**config.mk**
```make
export PLATFORM = sky130hd
export DESIGN_NAME = counter60_scan_driver
export DESIGN_NICKNAME = d
export VERILOG_FILES = /design/src/rtl/counter60_scan_driver_pkg.sv /design/src/rtl/counter60_scan_driver_pulse_divider.sv /design/src/rtl/counter60_scan_driver.sv
export SDC_FILE = /design/constraint.sdc
export NUM_CORES = 1
export LEC_CHECK = 0
export ABC_CLOCK_PERIOD_IN_PS = 2300
export CAP_MARGIN = 10
export CORE_ASPECT_RATIO = 0.9
export CORE_UTILIZATION = 59
export DETAILED_ROUTE_END_ITERATION = 16
export PLACE_DENSITY = 0.81
export RECOVER_POWER = 50
export SYNTH_ARGS = -nofsm -noshare
export SYNTH_HDL_FRONTEND = slang
export SYNTH_SLANG_ARGS = --single-unit
export TNS_END_PERCENT = 20
```
**constraint.sdc**
```tcl
create_clock -name clk -period 2.3 [get_ports clk]
set_input_delay 0.345 -clock clk [delete_from_list [all_inputs] [get_ports clk]]
set_output_delay 0.345 -clock clk [all_outputs]
set_load 0.01 [all_outputs]
```
**src/rtl/counter60_scan_driver_pkg.sv**
```systemverilog
// Shared constants for the mod-60 seconds counter and its display scan.
//   DIG_*     : active-low digit enable patterns ([0]=units, [1]=tens)
//   ONES_MAX  : last BCD value of the units digit
//   TENS_MAX  : last BCD value of the tens digit
//   presc_width(): register width needed to count 0..div-1
package counter60_scan_driver_pkg;

    localparam logic [1:0] DIG_UNITS = 2'b10;
    localparam logic [1:0] DIG_TENS  = 2'b01;
    localparam logic [1:0] DIG_OFF   = 2'b11;

    localparam logic [3:0] ONES_MAX = 4'd9;
    localparam logic [2:0] TENS_MAX = 3'd5;

    function automatic int presc_width(input int div);
        return (div <= 2) ? 1 : $clog2(div);
    endfunction

endpackage

```
**src/rtl/counter60_scan_driver_pulse_divider.sv**
```systemverilog
// pulse_divider: counts 0..DIV-1 while en is high and flags the terminal count.
//   clk    in  system clock, rising edge
//   rst_n  in  asynchronous active-low reset (count -> 0)
//   en     in  advance enable; low holds the count
//   clr    in  synchronous clear of the count (wins over en)
//   pulse  out high on the cycle whose rising edge wraps the count to 0
//              (combinational: en && count==DIV-1)
module pulse_divider
    import counter60_scan_driver_pkg::*;
#(
    parameter int DIV = 4
) (
    input  logic clk,
    input  logic rst_n,
    input  logic en,
    input  logic clr,
    output logic pulse
);

    localparam int             W    = presc_width(DIV);
    localparam logic [W-1:0]   LAST = W'(DIV - 1);

    logic [W-1:0] cnt;

    always_ff @(posedge clk or negedge rst_n) begin
        if (!rst_n) begin
            cnt <= '0;
        end else if (clr) begin
            cnt <= '0;
        end else if (en) begin
            cnt <= (cnt == LAST) ? '0 : cnt + W'(1);
        end
    end

    assign pulse = en && (cnt == LAST);

endmodule

```
**src/rtl/counter60_scan_driver.sv**
```systemverilog
// counter60_scan_driver: mod-60 BCD seconds counter with a two-digit scan mux.
//   clk        in   system clock, rising edge
//   rst_n      in   asynchronous active-low reset
//   en         in   count enable; low freezes the tick prescaler and the count
//   clr        in   synchronous clear of count and tick prescaler (beats a tick)
//   ones       out  BCD units digit 0..9
//   tens       out  BCD tens digit 0..5
//   carry      out  one-cycle pulse on the tick that wraps 59 -> 00
//   hex_out    out  digit value for the seven-segment decoder
//   digit_sel  out  active-low digit enables, [0]=units, [1]=tens
// The scan slot and both display outputs ignore en/clr; hex_out/digit_sel are
// registered one cycle behind the slot and count registers they are built from.
module counter60_scan_driver
    import counter60_scan_driver_pkg::*;
#(
    parameter int TICK_DIV = 50_000_000,
    parameter int SCAN_DIV = 50_000,
    parameter bit LZ_BLANK = 1'b0
) (
    input  logic       clk,
    input  logic       rst_n,
    input  logic       en,
    input  logic       clr,
    output logic [3:0] ones,
    output logic [2:0] tens,
    output logic       carry,
    output logic [3:0] hex_out,
    output logic [1:0] digit_sel
);

    logic       tick;
    logic       scan_pulse;
    logic       slot;
    logic [3:0] hex_d;
    logic [1:0] sel_d;

    pulse_divider #(.DIV(TICK_DIV)) u_tick_div (
        .clk   (clk),
        .rst_n (rst_n),
        .en    (en),
        .clr   (clr),
        .pulse (tick)
    );

    pulse_divider #(.DIV(SCAN_DIV)) u_scan_div (
        .clk   (clk),
        .rst_n (rst_n),
        .en    (1'b1),
        .clr   (1'b0),
        .pulse (scan_pulse)
    );

    // BCD count; clr is checked first so a coincident tick is discarded.
    always_ff @(posedge clk or negedge rst_n) begin
        if (!rst_n) begin
            ones  <= '0;
            tens  <= '0;
            carry <= 1'b0;
        end else if (clr) begin
            ones  <= '0;
            tens  <= '0;
            carry <= 1'b0;
        end else if (tick) begin
            carry <= (ones == ONES_MAX) && (tens == TENS_MAX);
            if (ones == ONES_MAX) begin
                ones <= '0;
                tens <= (tens == TENS_MAX) ? '0 : tens + 3'd1;
            end else begin
                ones <= ones + 4'd1;
            end
        end else begin
            carry <= 1'b0;
        end
    end

    // Slot 0 shows units, slot 1 shows tens.
    always_ff @(posedge clk or negedge rst_n) begin
        if (!rst_n) begin
            slot <= 1'b0;
        end else if (scan_pulse) begin
            slot <= ~slot;
        end
    end

    always_comb begin
        hex_d = ones;
        sel_d = DIG_UNITS;
        if (slot) begin
            hex_d = {1'b0, tens};
            sel_d = (LZ_BLANK && (tens == 3'd0)) ? DIG_OFF : DIG_TENS;
        end
    end

    always_ff @(posedge clk or negedge rst_n) begin
        if (!rst_n) begin
            hex_out   <= 4'h0;
            digit_sel <= DIG_UNITS;
        end else begin
            hex_out   <= hex_d;
            digit_sel <= sel_d;
        end
    end

endmodule

```
==> key figures, run 1 <==
Logic synthesis
  – Syn Inst Count: 281
  – Mapped Area: 0.002831 sq mm
  – Seq/Total Area, Yosys: 50.42%
  – Syn Area/Cell: 10.08 sq um
  – Synth Area in XOR/XNOR: 8.352%
  – Synth Net Count: 289
  – FF+latch count, synth: 57
  – Multiplexer area fraction after synthesis: 1.547%
  – Async S/R FF share, synth: 100.0%
  – Number of synthesized flops with an enable pin: 0
  – Top_reg_cell synth: dfrtp_1
  – Largest family of logic cells by synthesized area: simple AND/OR/NAND/NOR gates
  – Yosys Warn Count: 0
  – Synth Area in Compound Gates: 9.456%
  – Post-Synth Simple-Gate Area: 25.54%
  – Synth unique cells: 45
  – Adder-Cell Fraction of Synth Area: 1.768%

Min path
  – Hold Path Class: register to register
  – Hold Path Origin: u_scan_div.cnt[0]

Final layout
  – Commonest non-fill, non-tap cell in the layout: dfrtp_1
  – Layout cells sized above 1: 12.54%
  – Final non-filler cell total: 381
  – Antenna diodes: 0
  – Net count, final: 322
  – Most frequent cells in the layout: 56 x dfrtp_1, 27 x nor2_1, 18 x a21oi_1
  – Area Growth Syn to Fin: 18.07%

Global route
  – Total grt overflow: 0
  – Initial antenna violation count: 0
  – Gr usage total: 25.50%
  – First-pass GRT wire length: 9273 microns
  – Vias in the first global route: 2021
  – Largest net degree at the start of global routing: 27

Clock tree
  – Root buffer cell: clkbuf_8
  – TritonCTS clock tree: built
  – Post_cts resized: 0
  – Clock Latency Late Sink: 340 ps
  – H-tree levels: 3
  – Clock sink count: 57
  – Clk buf depth: 2
  – Worst-path clk slew: 60 ps
  – Post-CTS Setup Inserts: 0
  – Hold Buf Count CTS: 1
  – Total CTS buffers: 9

Timing
  – Final Hold Fails: 0
  – Slew Limit Headroom: 45.55%
  – Worst-Margin Slew: 816.7 ps
  – Setup TNS: 0 ps
  – RSZ-0062 raised after global routing: no
  – Final Cycle Share: 92.98%
  – Final worst path period need: 2139 ps
  – Max Clk Rate: 0.4676 GHz
  – Final Setup Violations: 0
  – Worst Clk Skew: 5.838 ps
  – Max Slew Vio Count: 0

Route
  – Via density: 5.979
  – Wire per inst: 14.99 microns
  – Final wirelength: 5713 microns
  – DR vias: 2278
  – Drt first pass iters: 6
  – DRC: 0
  – First DRT Iteration DRCs: 192
  – Antenna Violating Nets Remaining: 0

Floorplan
  – Std-Cell Core Area: 0.004518 sq mm
  – IO Pins: 18
  – Die Y: 67.72 microns
  – Initial Util: 62.67%
  – Full die area: 0.005080 sq mm
  – Placement Rows: 23
  – Die X: 75.02 microns

Place
  – Placed cell count: 364
  – Port buffer count: 17
  – DP Wirelength: 3914 microns
  – Routability cong.: 0.7881

Power and ir drop
  – Maximum VDD drop: 515.7 uV
  – Lkg Pwr: 1.380 nW
  – Pwr/cell area: 589.9 mW/mm^2

Job
  – MaxCap Viol Count: 0

Worst setup path
  – Reg2reg start: u_tick_div.cnt[0]
  – CP Class: register to register
  – Worst setup path startpoint: u_tick_div.cnt[0]
  – Crit path max fanout: 12
  – Worst Setup End Kind: register
  – Crit-path cells: ha_1 > nand3_1 > or4_4 > or4_1 > a21oi_1
  – CP required: 2550 ps
  – Critical-path top delay cell: or4_4
  – Largest delay contributor family on the critical path: simple AND/OR/NAND/NOR gates
  – Crit start category: register
  – Buf/Inv on CP: 0
  – WP data arrival: 2390 ps
  – Critical Path Max Stage Delay: 570 ps

Run status
  – Status: finished clean
## report_power, final
part,switching [W],internal [W],total [W]
clock network,0.000379,0.000525,0.000904
registers,0.00000353,0.00101,0.00101
logic,0.0000382,0.0000203,0.0000585
## layout make-up
class	count	area [sq um]
Timing Repair Buffer	32	286.5
Inverter	9	33.78
Multi-Input combinational cell	205	1321
Clock inverter	5	55.05
Sequential cell	57	1428
Fill cell	333	1175
Clock buffer	11	141.4
Tap cell	62	77.57
## routing by layer
| layer | track usage [%] | vias to the layer above | wire length, microns |
|---|---|---|---|
| li1 | - | 1103 | - |
| met1 | 31.72 | 1102 | 2494 |
| met2 | 40.32 | 65 | 2829 |
| met3 | 9.851 | 8 | 309 |
| met4 | 9.434 | 0 | 80 |
| met5 | 0 | - | 0 |
## registers in the layout, indices dropped and copies added, names as in the netlist
register	cells
digit_sel	2
slot	1
carry	1
tens	3
u_tick_div.cnt	26
u_scan_div.cnt	16
ones	4
hex_out	4
## final timing paths
check	end	slack [ps]	cells past startpoint
worst max-delay path	ones[3]	160	5
worst min-delay path	u_scan_div.cnt[0]	490	1
worst max register to register	ones[3]	160	5
worst min register to register	u_scan_div.cnt[0]	490	1
max in group asynchronous	u_scan_div.cnt[14]	570	3
min in group asynchronous	u_tick_div.cnt[19]	620	2
## cell usage after synthesis (2+ instances only)
| master | instances | area share (%) |
|---|---|---|
| dfrtp_1 | 56 | 49 |
| nor2_1 | 27 | 3.6 |
| a21oi_1 | 18 | 3.2 |
| nand3_1 | 17 | 3.0 |
| nand2_1 | 16 | 2.1 |
| xor2_1 | 15 | 4.6 |
| or4_1 | 14 | 3.7 |
| o31ai_1 | 13 | 3.4 |
| xnor2_1 | 12 | 3.7 |
| nor3_1 | 10 | 1.8 |
| inv_1 | 9 | 1.2 |
| nand4_1 | 9 | 2.0 |
| nor4_1 | 7 | 1.5 |
| clkbuf_1 | 6 | 0.80 |
| ha_1 | 4 | 1.8 |
| o21ai_0 | 4 | 0.71 |
| and3_1 | 3 | 0.66 |
| and4_1 | 3 | 0.93 |
| buf_2 | 3 | 0.53 |
| mux2_2 | 3 | 1.2 |
| nor2b_1 | 3 | 0.66 |
| or3_1 | 3 | 0.66 |
| and2_1 | 2 | 0.44 |
| nand2b_1 | 2 | 0.44 |
| nor4b_1 | 2 | 0.62 |
## cells by family after synthesis
kind of cell             Yosys count
adder cells (fa/ha/maj)            4
flip-flops                        57
multiplexers                       4
XOR/XNOR                          27
buffers and inverters             19
AND/OR/NAND/NOR                  128
AO/OA/AOI/OAI                     42
## per-stage QoR
stage	total power (W)	setup WS, ps	area, sq um	util, %	hold slack, ps
6_report	0.001972	161.4	3343	74.00	486.9
5_1_grt	0.002054	108.7	3343	74.00	509.1
4_1_cts	0.002002	177.8	3349	74.13	443.2
3_5_place_dp	0.001088	-22.66	3143	69.57	269.7
3_3_place_gp	0.001086	29.80	3143	69.57	269.2
2_1_floorplan	0.001048	318.9	2831	-	49.41
No activity file was read; power rests on OpenSTA's default activity.
==> run 2: changes to the inputs <==
--- a/config.mk
+++ b/config.mk
@@ -8,9 +8,10 @@
 export ABC_CLOCK_PERIOD_IN_PS = 2300
 export CAP_MARGIN = 10
 export CORE_ASPECT_RATIO = 0.9
-export CORE_UTILIZATION = 59
+export CORE_UTILIZATION = 41
 export DETAILED_ROUTE_END_ITERATION = 16
-export PLACE_DENSITY = 0.81
+export GPL_ROUTABILITY_DRIVEN = 0
+export PLACE_DENSITY = 0.61
 export RECOVER_POWER = 50
 export SYNTH_ARGS = -nofsm -noshare
 export SYNTH_HDL_FRONTEND = slang
==> run 2 against run 1 <==
Worst setup slack better by 52 ps. Clock-buffer cell count increased by 3. Via count is 2.2% lower. Die area rose by 43%. Critical path depth did not move. Routed wire length down 0.95%. Clock power is 4.9% lower. Non-clock buffer count fell by 1. Worst hold slack got worse by 5.5 ps. Combinational power decreased by 1%. Sequential power about the same. Critical path type unchanged. Critical endpoint is now u_tick_div.cnt[24].
==> key figures, run 2 (synthesis gave the netlist of run 1 again) <==
Power and ir drop
  – Logic pwr share: 3.0% (about the same)
  – Lkg Pwr: 1.375 nW (was 1.380 nW)
  – Clock power share: 44.6% (was 45.8%)
  – Sw Share: 21.97% (was 21.32%)
  – Pwr/cell area: 573.1 mW/mm^2 (was 589.9 mW/mm^2)
  – Overall power: 0.001928 W (was 0.001972 W)
  – Maximum VDD drop: 267.2 uV (was 515.7 uV)
  – Sequential share of power: 52.4% (was 51.2%)
  – Internal cell power: 0.001505 W (was 0.001552 W)
  – Net Switching: 0.0004235 W (was 0.0004205 W)

Floorplan
  – Die X: 89.60 microns (was 75.02 microns)
  – Full die area: 0.007242 sq mm (was 0.005080 sq mm)
  – Initial Util: 42.76% (was 62.67%)
  – Die Y: 80.84 microns (was 67.72 microns)
  – Placement Rows: 28 (was 23)
  – IO Pins: 18 (unchanged)
  – Std-Cell Core Area: 0.006621 sq mm (was 0.004518 sq mm)

Timing
  – Worst Clk Skew: 9.195 ps (was 5.838 ps)
  – Fin Hold WS: 481.4 ps (was 486.9 ps)
  – Final Setup Violations: 0 (unchanged)
  – Final Cycle Share: 90.74% (was 92.98%)
  – RSZ-0062 raised after global routing: no (unchanged)
  – Max Clk Rate: 0.4792 GHz (was 0.4676 GHz)
  – Max Slew Vio Count: 0 (unchanged)
  – Final Hold Fails: 0 (unchanged)
  – Worst-Margin Slew: 1303 ps (was 816.7 ps)
  – Slew Limit Headroom: 13.13% (was 45.55%)
  – Final worst path period need: 2087 ps (was 2139 ps)

Route
  – DRC: 0 (unchanged)
  – DR vias: 2228 (was 2278)
  – First DRT Iteration DRCs: 80 (was 192)
  – Wire per inst: 13.87 microns (was 14.99 microns)
  – Drt first pass iters: 4 (was 6)
  – Via density: 5.461 (was 5.979)
  – Final wirelength: 5659 microns (was 5713 microns)
  – Antenna Violating Nets Remaining: 0 (unchanged)

Place
  – DP Wirelength: 3905 microns (was 3914 microns)
  – Placed cell count: 391 (was 364)
  – Port buffer count: 17 (unchanged)
  – Area after DPL: 0.003171 sq mm (was 0.003143 sq mm)

Final layout
  – Top flop regs: u_tick_div.cnt x26, u_scan_div.cnt x16 (unchanged)
  – Commonest non-fill, non-tap cell in the layout: dfrtp_1 (unchanged)
  – Post-route cell area: 0.003364 sq mm (was 0.003343 sq mm)
  – Most frequent cells in the layout: 56 x dfrtp_1, 27 x nor2_1, 18 x a21oi_1 (unchanged)
  – Net count, final: 321 (was 322)
  – Final non-filler cell total: 408 (was 381)
  – Largest Register: u_tick_div.cnt (unchanged)
  – Antenna diodes: 0 (unchanged)
  – Area Growth Syn to Fin: 18.82% (was 18.07%)
  – Layout cells sized above 1: 11.95% (was 12.54%)
  – Max reg flops: 26 (unchanged)

Global route
  – Met1 usage in global routing: 24.53% (was 31.72%)
  – Busiest grt layer: met2 (unchanged)
  – Vias in the first global route: 1976 (was 2021)
  – Initial antenna violation count: 0 (unchanged)
  – Global routing usage on met3: 4.573% (was 9.851%)
  – Total grt overflow: 0 (unchanged)
  – First-pass GRT wire length: 9522 microns (was 9273 microns)
  – GR Layer Usage met2: 25.38% (was 40.32%)
  – Gr usage total: 17.76% (was 25.50%)
  – Largest net degree at the start of global routing: 36 (was 27)

Clock tree
  – Clk buf depth: 2 (unchanged)
  – Post-CTS Setup Inserts: 0 (unchanged)
  – Clock Latency Late Sink: 340 ps (about the same)
  – Clock sink count: 57 (unchanged)
  – Worst-path clk slew: 60 ps (about the same)
  – TritonCTS clock tree: built (unchanged)
  – Root buffer cell: clkbuf_8 (unchanged)
  – H-tree levels: 3 (unchanged)
  – Total CTS buffers: 9 (unchanged)

Worst setup path
  – Crit path max fanout: 12 (unchanged)
  – Worst Setup End Kind: register (unchanged)
  – Critical Path Max Stage Delay: 570 ps (about the same)
  – Worst r2r path cells: 5 (unchanged)
  – CP required: 2550 ps (about the same)
  – Critical-path top delay cell: or4_4 (unchanged)
  – CP Class: register to register (unchanged)
  – WP data arrival: 2340 ps (was 2390 ps)
  – Crit-path cells: ha_1 > nand3_1 > or4_4 > or4_1 > a21oi_1 (unchanged)
  – Crit start category: register (unchanged)

Run status
  – Status: finished clean (unchanged)

Min path
  – Cell count of the worst hold path: 1 (unchanged)
  – Hold Path Class: register to register (unchanged)

Job
  – MaxCap Viol Count: 0 (unchanged)
## run 2: cell types whose count changed in the layout (fill, tap and decap cells not counted), sizes merged
cell / delta
buf: +1
bufinv: -1
clkbuf: +1
clkdlybuf4s50: -1
clkinv: -1
clkinvlp: -1
dlygate4sd3: +1
## run 2: critical path, delay by kind of cell, from the launching register on
family,cells,cell delay (ps)
and+or+nand+nor,3,1210
AOI/OAI and AO/OA,1,170
DFF,1,390
adders and majority gates,1,250
## run 2: metal layers
layer	up-vias	share of wire, %
li1	1093	-
met1	1092	50
met2	35	45
met3	8	2.9
met4	0	2.1
met5	-	0
## run 2: stage by stage
step	utilization [%]	setup WS, ps	setup TNS [ps]
after floorplan	-	318.9	0
after global placement	47.88	1.086	0
after detailed placement	47.88	-27.98	-36.01
after CTS	50.83	230.0	0
after global routing	50.81	94.19	0
final	50.81	213.1	0
## run 2: power by group through the flow
stage	Clock (W)	Sequential [W]	Combinational (W)
after floorplan	0	0.00103	0.0000207
after global placement	0	0.00103	0.0000587
after detailed placement	0	0.00103	0.0000596
after CTS	0.000893	0.00101	0.0000611
after global routing	0.000936	0.00101	0.0000666
final	0.000860	0.00101	0.0000579
## run 2: worst paths after layout
kind                              startpoint                  to  slack [ps]
setup / recovery           u_tick_div.cnt[0]  u_tick_div.cnt[24]         210
hold / removal             u_scan_div.cnt[0]   u_scan_div.cnt[0]         480
setup reg to reg           u_tick_div.cnt[0]  u_tick_div.cnt[24]         210
hold reg to reg            u_scan_div.cnt[0]   u_scan_div.cnt[0]         480
max in group asynchronous              rst_n        digit_sel[1]         610
min in group asynchronous              rst_n  u_tick_div.cnt[18]         830
## run 2: layout make-up
type,count,area [sq um]
inverter,9,33.78
multi-input combinational,205,1321
timing repair buffer,31,284.0
fill,606,3257
clock inverter,2,12.51
sequential,57,1428
clock buffer,14,172.7
tap,90,112.6
## run 2: repair_timing
action | 4_1_cts | 5_1_grt
hold buffers | 1 | 0
setup endpoints to repair | 0 | 0
hold endpoints to repair | 2 | 0
gates resized for setup | 0 | 0
